===== config.mk =====
export PLATFORM = sky130hd
export DESIGN_NAME = fetch_queue
export DESIGN_NICKNAME = d
export VERILOG_FILES = /design/src/rtl/fetch_queue_pkg.sv /design/src/rtl/fetch_fifo.sv /design/src/rtl/fetch_queue.sv
export SDC_FILE = /design/constraint.sdc
export NUM_CORES = 1
export LEC_CHECK = 0
export BUFFER_PORTS_ARGS = -buffer_cell sky130_fd_sc_hd__buf_4
export CAP_MARGIN = 20
export CORE_MARGIN = 2
export CORE_UTILIZATION = 55
export CTS_BUF_LIST = sky130_fd_sc_hd__clkbuf_8
export DETAILED_ROUTE_END_ITERATION = 10
export PLACE_DENSITY = 0.73
export SLEW_MARGIN = 25
export SYNTH_ARGS = -nofsm -noshare
export SYNTH_HDL_FRONTEND = slang
export SYNTH_SLANG_ARGS = --single-unit

===== constraint.sdc =====
create_clock -name clk -period 7.3 [get_ports clk]
set_clock_uncertainty 0.15 [all_clocks]
set_input_delay 0 -clock clk [delete_from_list [all_inputs] [get_ports clk]]
set_output_delay 0 -clock clk [all_outputs]
set_load 0.02 [all_outputs]

===== src/rtl/fetch_queue_pkg.sv =====
// Shared types and defaults for the instruction fetch queue.
package fetch_queue_pkg;

    localparam int          DEPTH_DEF    = 4;
    localparam logic [31:0] RESET_PC_DEF = 32'h0000_0000;
    localparam logic [31:0] NOP          = 32'h0000_0000;

    typedef struct packed {
        logic [31:0] instr;
        logic [31:0] pcplus4;
    } fq_entry_t;

endpackage


===== src/rtl/fetch_fifo.sv =====
// Circular prefetch buffer: storage, read/write pointers and occupancy.
module fetch_fifo
    import fetch_queue_pkg::*;
#(
    parameter int DEPTH = DEPTH_DEF,
    localparam int PW = (DEPTH > 1) ? $clog2(DEPTH) : 1,
    localparam int CW = $clog2(DEPTH + 1)
) (
    input  logic          clk,
    input  logic          reset_n,
    input  logic          push,
    input  fq_entry_t     push_entry,
    input  logic          pop,
    input  logic          flush,
    output fq_entry_t     head,
    output logic [CW-1:0] count
);

    fq_entry_t       mem [DEPTH];
    logic [PW-1:0]   wptr;
    logic [PW-1:0]   rptr;

    always_ff @(posedge clk) begin
        if (push && !flush) begin
            mem[wptr] <= push_entry;
        end
    end

    always_ff @(posedge clk or negedge reset_n) begin
        if (!reset_n) begin
            wptr  <= '0;
            rptr  <= '0;
            count <= '0;
        end else begin
            unique case (1'b1)
                flush: begin
                    wptr  <= '0;
                    rptr  <= '0;
                    count <= '0;
                end
                default: begin
                    if (push) wptr <= wptr + PW'(1);
                    if (pop)  rptr <= rptr + PW'(1);
                    count <= count + CW'(push) - CW'(pop);
                end
            endcase
        end
    end

    assign head = mem[rptr];

endmodule


===== src/rtl/fetch_queue.sv =====
// IF-stage prefetch: single outstanding imem request feeding fetch_fifo.
module fetch_queue
    import fetch_queue_pkg::*;
#(
    parameter int          DEPTH    = DEPTH_DEF,
    parameter logic [31:0] RESET_PC = RESET_PC_DEF
) (
    input  logic        clk,
    input  logic        reset_n,
    input  logic        redirect,
    input  logic [31:0] redirect_pc,
    output logic        imem_req,
    output logic [31:0] imem_addr,
    input  logic        imem_ack,
    input  logic [31:0] imem_data,
    input  logic        id_ready,
    output logic        id_valid,
    output logic [31:0] id_instr,
    output logic [31:0] id_pcplus4
);

    localparam int            CW   = $clog2(DEPTH + 1);
    localparam logic [CW-1:0] FULL = CW'(DEPTH);

    logic          req_q;
    logic          disc_q;
    logic [31:0]   fetch_pc;
    logic [31:0]   req_addr;

    logic          ack;
    logic          hold;
    logic          push;
    logic          pop;
    logic          issue;
    logic [CW-1:0] count;
    logic [CW-1:0] count_nx;
    logic [31:0]   pc_nx;
    fq_entry_t     head;
    fq_entry_t     push_entry;
    logic          unused_lsb;

    assign unused_lsb = ^redirect_pc[1:0];

    always_comb begin
        ack      = req_q && imem_ack;
        hold     = req_q && !imem_ack;
        push     = ack && !disc_q && !redirect;
        pop      = id_valid && id_ready && !redirect;
        count_nx = redirect ? '0 : count + CW'(push) - CW'(pop);
        // Issue against next-cycle occupancy so a freed slot refills at once.
        issue    = !hold && (count_nx < FULL);
        pc_nx    = fetch_pc;
        unique case (1'b1)
            redirect: pc_nx = {redirect_pc[31:2], 2'b00};
            push:     pc_nx = fetch_pc + 32'd4;
            default:  pc_nx = fetch_pc;
        endcase
    end

    always_ff @(posedge clk or negedge reset_n) begin
        if (!reset_n) begin
            req_q    <= 1'b0;
            disc_q   <= 1'b0;
            fetch_pc <= RESET_PC;
            req_addr <= RESET_PC;
        end else begin
            fetch_pc <= pc_nx;
            if (!hold) begin
                req_q <= issue;
                if (issue) req_addr <= pc_nx;
            end
            if (ack) begin
                disc_q <= 1'b0;
            end else if (redirect && req_q) begin
                disc_q <= 1'b1;
            end
        end
    end

    assign push_entry.instr   = imem_data;
    assign push_entry.pcplus4 = req_addr + 32'd4;

    fetch_fifo #(
        .DEPTH (DEPTH)
    ) u_fifo (
        .clk        (clk),
        .reset_n    (reset_n),
        .push       (push),
        .push_entry (push_entry),
        .pop        (pop),
        .flush      (redirect),
        .head       (head),
        .count      (count)
    );

    assign imem_req   = req_q;
    assign imem_addr  = req_addr;
    assign id_valid   = (count != '0);
    assign id_instr   = id_valid ? head.instr : NOP;
    assign id_pcplus4 = id_valid ? head.pcplus4 : 32'd0;

endmodule

==> results.ini <==
[place]
place_hpwl_um = 16660
gp_congestion = 0.8998
io_buffers = 164
place_inst = 1308

[floorplanning]
die-width_um = 162.9
initial_utilization_pct = 55.65
coreArea_sq_um = 24960
rows = 58
io_pins = 167
dieArea_sq_um = 26550
die_y_um = 162.9

[clock_network]
h-tree-depth = 2
cts_sinks = 329
insertion_delay_ns = 0.56
tritoncts = done
cts_resized = 0
numCtsBuffers = 52
path_clk_slew_ns = 0.06
clk_path_buf_depth = 3
cts_setup_buffers = 0
root_buffer = clkbuf_8

[detailed_routing]
postRouteAntennaNets = 0
vias_per_cell = 5.565
wirelength_um = 28980
initialDrtViolationCount = 581
routedWlPerCell_um = 19.41
firstDrtPassIters = 5
vias = 8308
post-route-drc-count = 0

[worst_setup_path]
crit_type = flip-flop to flip-flop
cpPeakStageDelay_ns = 0.73
path_buf_inv = 2
cp_cell_sequence = or3_2 -> buf_4 -> nand2_1 -> nor2_1 -> ha_1 -> inv_1 -> ha_1 -> fa_1 -> xor3_1 -> nor2_1 -> nor2b_4 -> nand2_1 -> o22ai_1
cp_max_fo = 67
rrSetupSlack_ns = 2.80
cp_data_required_time_ns = 7.62
critPathTopFamily = simple AND/OR/NAND/NOR gates
endpoint_kind = flip-flop
slowest_stage = nor2b_4
critical_path_arrival_ns = 4.83
cp-start-kind = flip-flop

[timing]
finalCritPeriodShare_pct = 61.70
final-setup-viol-count = 0
period_minus_slack_ns = 4.504
hold_viol = 0
clock.fmax_ghz = 0.2220
relSlewSlack_pct = 33.73
rsz0062_at_grt = false
maxSlewViolCount = 0
tns_ns = 0
worst_slew_pin_slew_ns = 0.9940

[finish]
syn_to_final_growth_pct = 24.97
fin_cells = 1493
finalNetCount = 1197
drive_gt1_share_pct = 30.44
post-route-util_pct = 69.55
antenna_cells = 0

[grt]
grt_pass1_wl_um = 45570
grt_usage_pct = 22.25
grt_overflow_total = 0
grt_max_degree = 68
grt_pass1_vias = 8671
antenna_found_initial = 0

[synthesis]
yosysWarnings = 0
syn-cell-area_sq_um = 13890
synth_cell_types = 60
synth.ff_latch_count = 329
synth-seq-area-share_pct = 68.48
synth_nets = 930
synth-edff-count = 256
async_reset_ff_share_pct = 22.19
synth_cells = 852
synthFlopType = edfxtp_1
syn_area_per_cell_sq_um = 16.31

[flow_run]
max-cap-violations = 0

[pwr]
peakVddDrop_v = 0.0002414
p_leak_nw = 6.421
powerDensity_nw_per_um2 = 347.5

[hold_path]
hold_path.class = input port to flip-flop

[status]
status = finished, final reports clean

==> what timing repair did <==
item | in CTS | in global routing
endpoints found under the setup margin | 0 | 0
endpoints found under the hold margin | 272 | 0
hold buffers | 87 | 0
==> cell type report <==
| cell class | instances | area, sq um |
|---|---|---|
| Clock buffer | 56 | 770.7 |
| Tap cell | 330 | 412.9 |
| Timing Repair Buffer | 257 | 2165 |
| Inverter | 14 | 52.55 |
| Multi-Input combinational cell | 465 | 4160 |
| Clock inverter | 42 | 282.8 |
| Fill cell | 1650 | 7601 |
| Sequential cell | 329 | 9519 |
==> worst paths after layout <==
| kind | from | to | cells past startpoint |
|---|---|---|---|
| worst max-delay path | u_fifo.count[2]$_DFF_PN0_ | imem_addr[30]$_DFFE_PN0P_ | 13 |
| worst min-delay path | imem_data[2] | u_fifo.mem[0][34]$_DFFE_PP_ | 2 |
| worst max register to register | u_fifo.count[2]$_DFF_PN0_ | imem_addr[30]$_DFFE_PN0P_ | 13 |
| worst min register to register | fetch_pc[1]$_DFF_PN0_ | fetch_pc[1]$_DFF_PN0_ | 1 |
| max in group asynchronous | reset_n | u_fifo.wptr[0]$_DFFE_PN0N_ | 4 |
| min in group asynchronous | reset_n | imem_addr[21]$_DFFE_PN0P_ | 3 |
==> stage by stage <==
stage          total power (W)  hold WS [ns]  cell area, sq um  setup slack [ns]
2_1_floorplan         0.003736       -0.4456             13890             3.835
6_report              0.006034       0.04200             17360             2.796
3_5_place_dp          0.004493       0.04695             15410             2.750
3_3_place_gp          0.004454       0.03684             15410             2.873
4_1_cts               0.006095      0.001108             17360             2.728
5_1_grt               0.006337       0.01188             17360             2.530
==> sequential cells by signal (all words and copies together) (netlist names) <==
register / cells
disc_q: 1
fetch_pc: 32
imem_addr: 32
imem_req: 1
u_fifo.count: 3
u_fifo.mem: 256
u_fifo.rptr: 2
u_fifo.wptr: 2
==> worst reg2reg max path, stage by stage, from the launching register on <==
cell and delay [ns]:
dfrtp_1 0.39, or3_2 0.47, buf_4 0.34, nand2_1 0.21
nor2_1 0.06, ha_1 0.31, inv_1 0.04, ha_1 0.20
fa_1 0.36, xor3_1 0.42, nor2_1 0.10, nor2b_4 0.73
nand2_1 0.40, o22ai_1 0.25
==> synthesized netlist by cell type, types with 5 or more instances <==
| cell type | instances | area share (%) |
|---|---|---|
| nand4_1 | 21 | 0.95 |
| clkbuf_1 | 24 | 0.65 |
| buf_1 | 6 | 0.16 |
| nand2_1 | 54 | 1.5 |
| edfxtp_1 | 256 | 55 |
| buf_2 | 10 | 0.36 |
| dfrtp_1 | 73 | 13 |
| and2_1 | 72 | 3.2 |
| a21oi_1 | 21 | 0.76 |
| nor2_1 | 32 | 0.86 |
| nor2b_1 | 5 | 0.23 |
| and3_1 | 10 | 0.45 |
| mux2_2 | 19 | 1.5 |
| ha_1 | 8 | 0.72 |
| mux4_2 | 64 | 10 |
| o21ai_0 | 18 | 0.65 |
| xor2_1 | 22 | 1.4 |
| inv_1 | 14 | 0.38 |
| xnor2_1 | 29 | 1.8 |
| nand3_1 | 18 | 0.65 |
| nor3_1 | 10 | 0.36 |
==> logic make-up (layout without fill, tap and decap cells) <==
logic type / after synthesis / count (layout) / synth area share [%]
multiplexers: 87 / 87 / 12.25
adder cells (fa/ha/maj): 9 / 9 / 0.8646
AO/OA/AOI/OAI: 65 / 65 / 2.846
flip-flops: 329 / 329 / 68.48
buffers and inverters: 58 / 369 / 1.765
XOR/XNOR: 52 / 52 / 3.386
AND/OR/NAND/NOR: 252 / 252 / 10.41
==> metal layers <==
layer | track usage, % | part of all wire [%]
met4 | 5.752 | 1.3
met2 | 37.65 | 49
met3 | 4.686 | 7.1
met1 | 29.76 | 42
met5 | 0 | 0
==> power breakdown <==
part	leakage [nW]	internal, W	total, W	switching [W]
sequential	3.20	0.00233	0.00256	0.000233
combinational	2.62	0.000881	0.00192	0.00104
clock	0.599	0.000852	0.00155	0.000698
==> cells in the final DEF (no fill, tap or decap), types with 4 or more instances in the layout <==
cell / count
edfxtp_1: 256
buf_4: 170
dlygate4sd3_1: 86
dfrtp_1: 71
and2_1: 68
mux4_2: 64
clkbuf_8: 56
nand2_1: 54
nor2_1: 32
inv_1: 30
xnor2_1: 29
xor2_1: 22
nand4_1: 21
a21oi_1: 21
mux2_2: 19
nand3_1: 18
o21ai_0: 17
nor3_1: 10
and3_1: 10
clkinv_2: 10
clkinv_1: 10
ha_1: 8
nor4_1: 4
nor2b_1: 4
o22ai_1: 4
a31o_2: 4
bufinv_16: 4
Note: power is estimated with default switching activity, not from simulation.
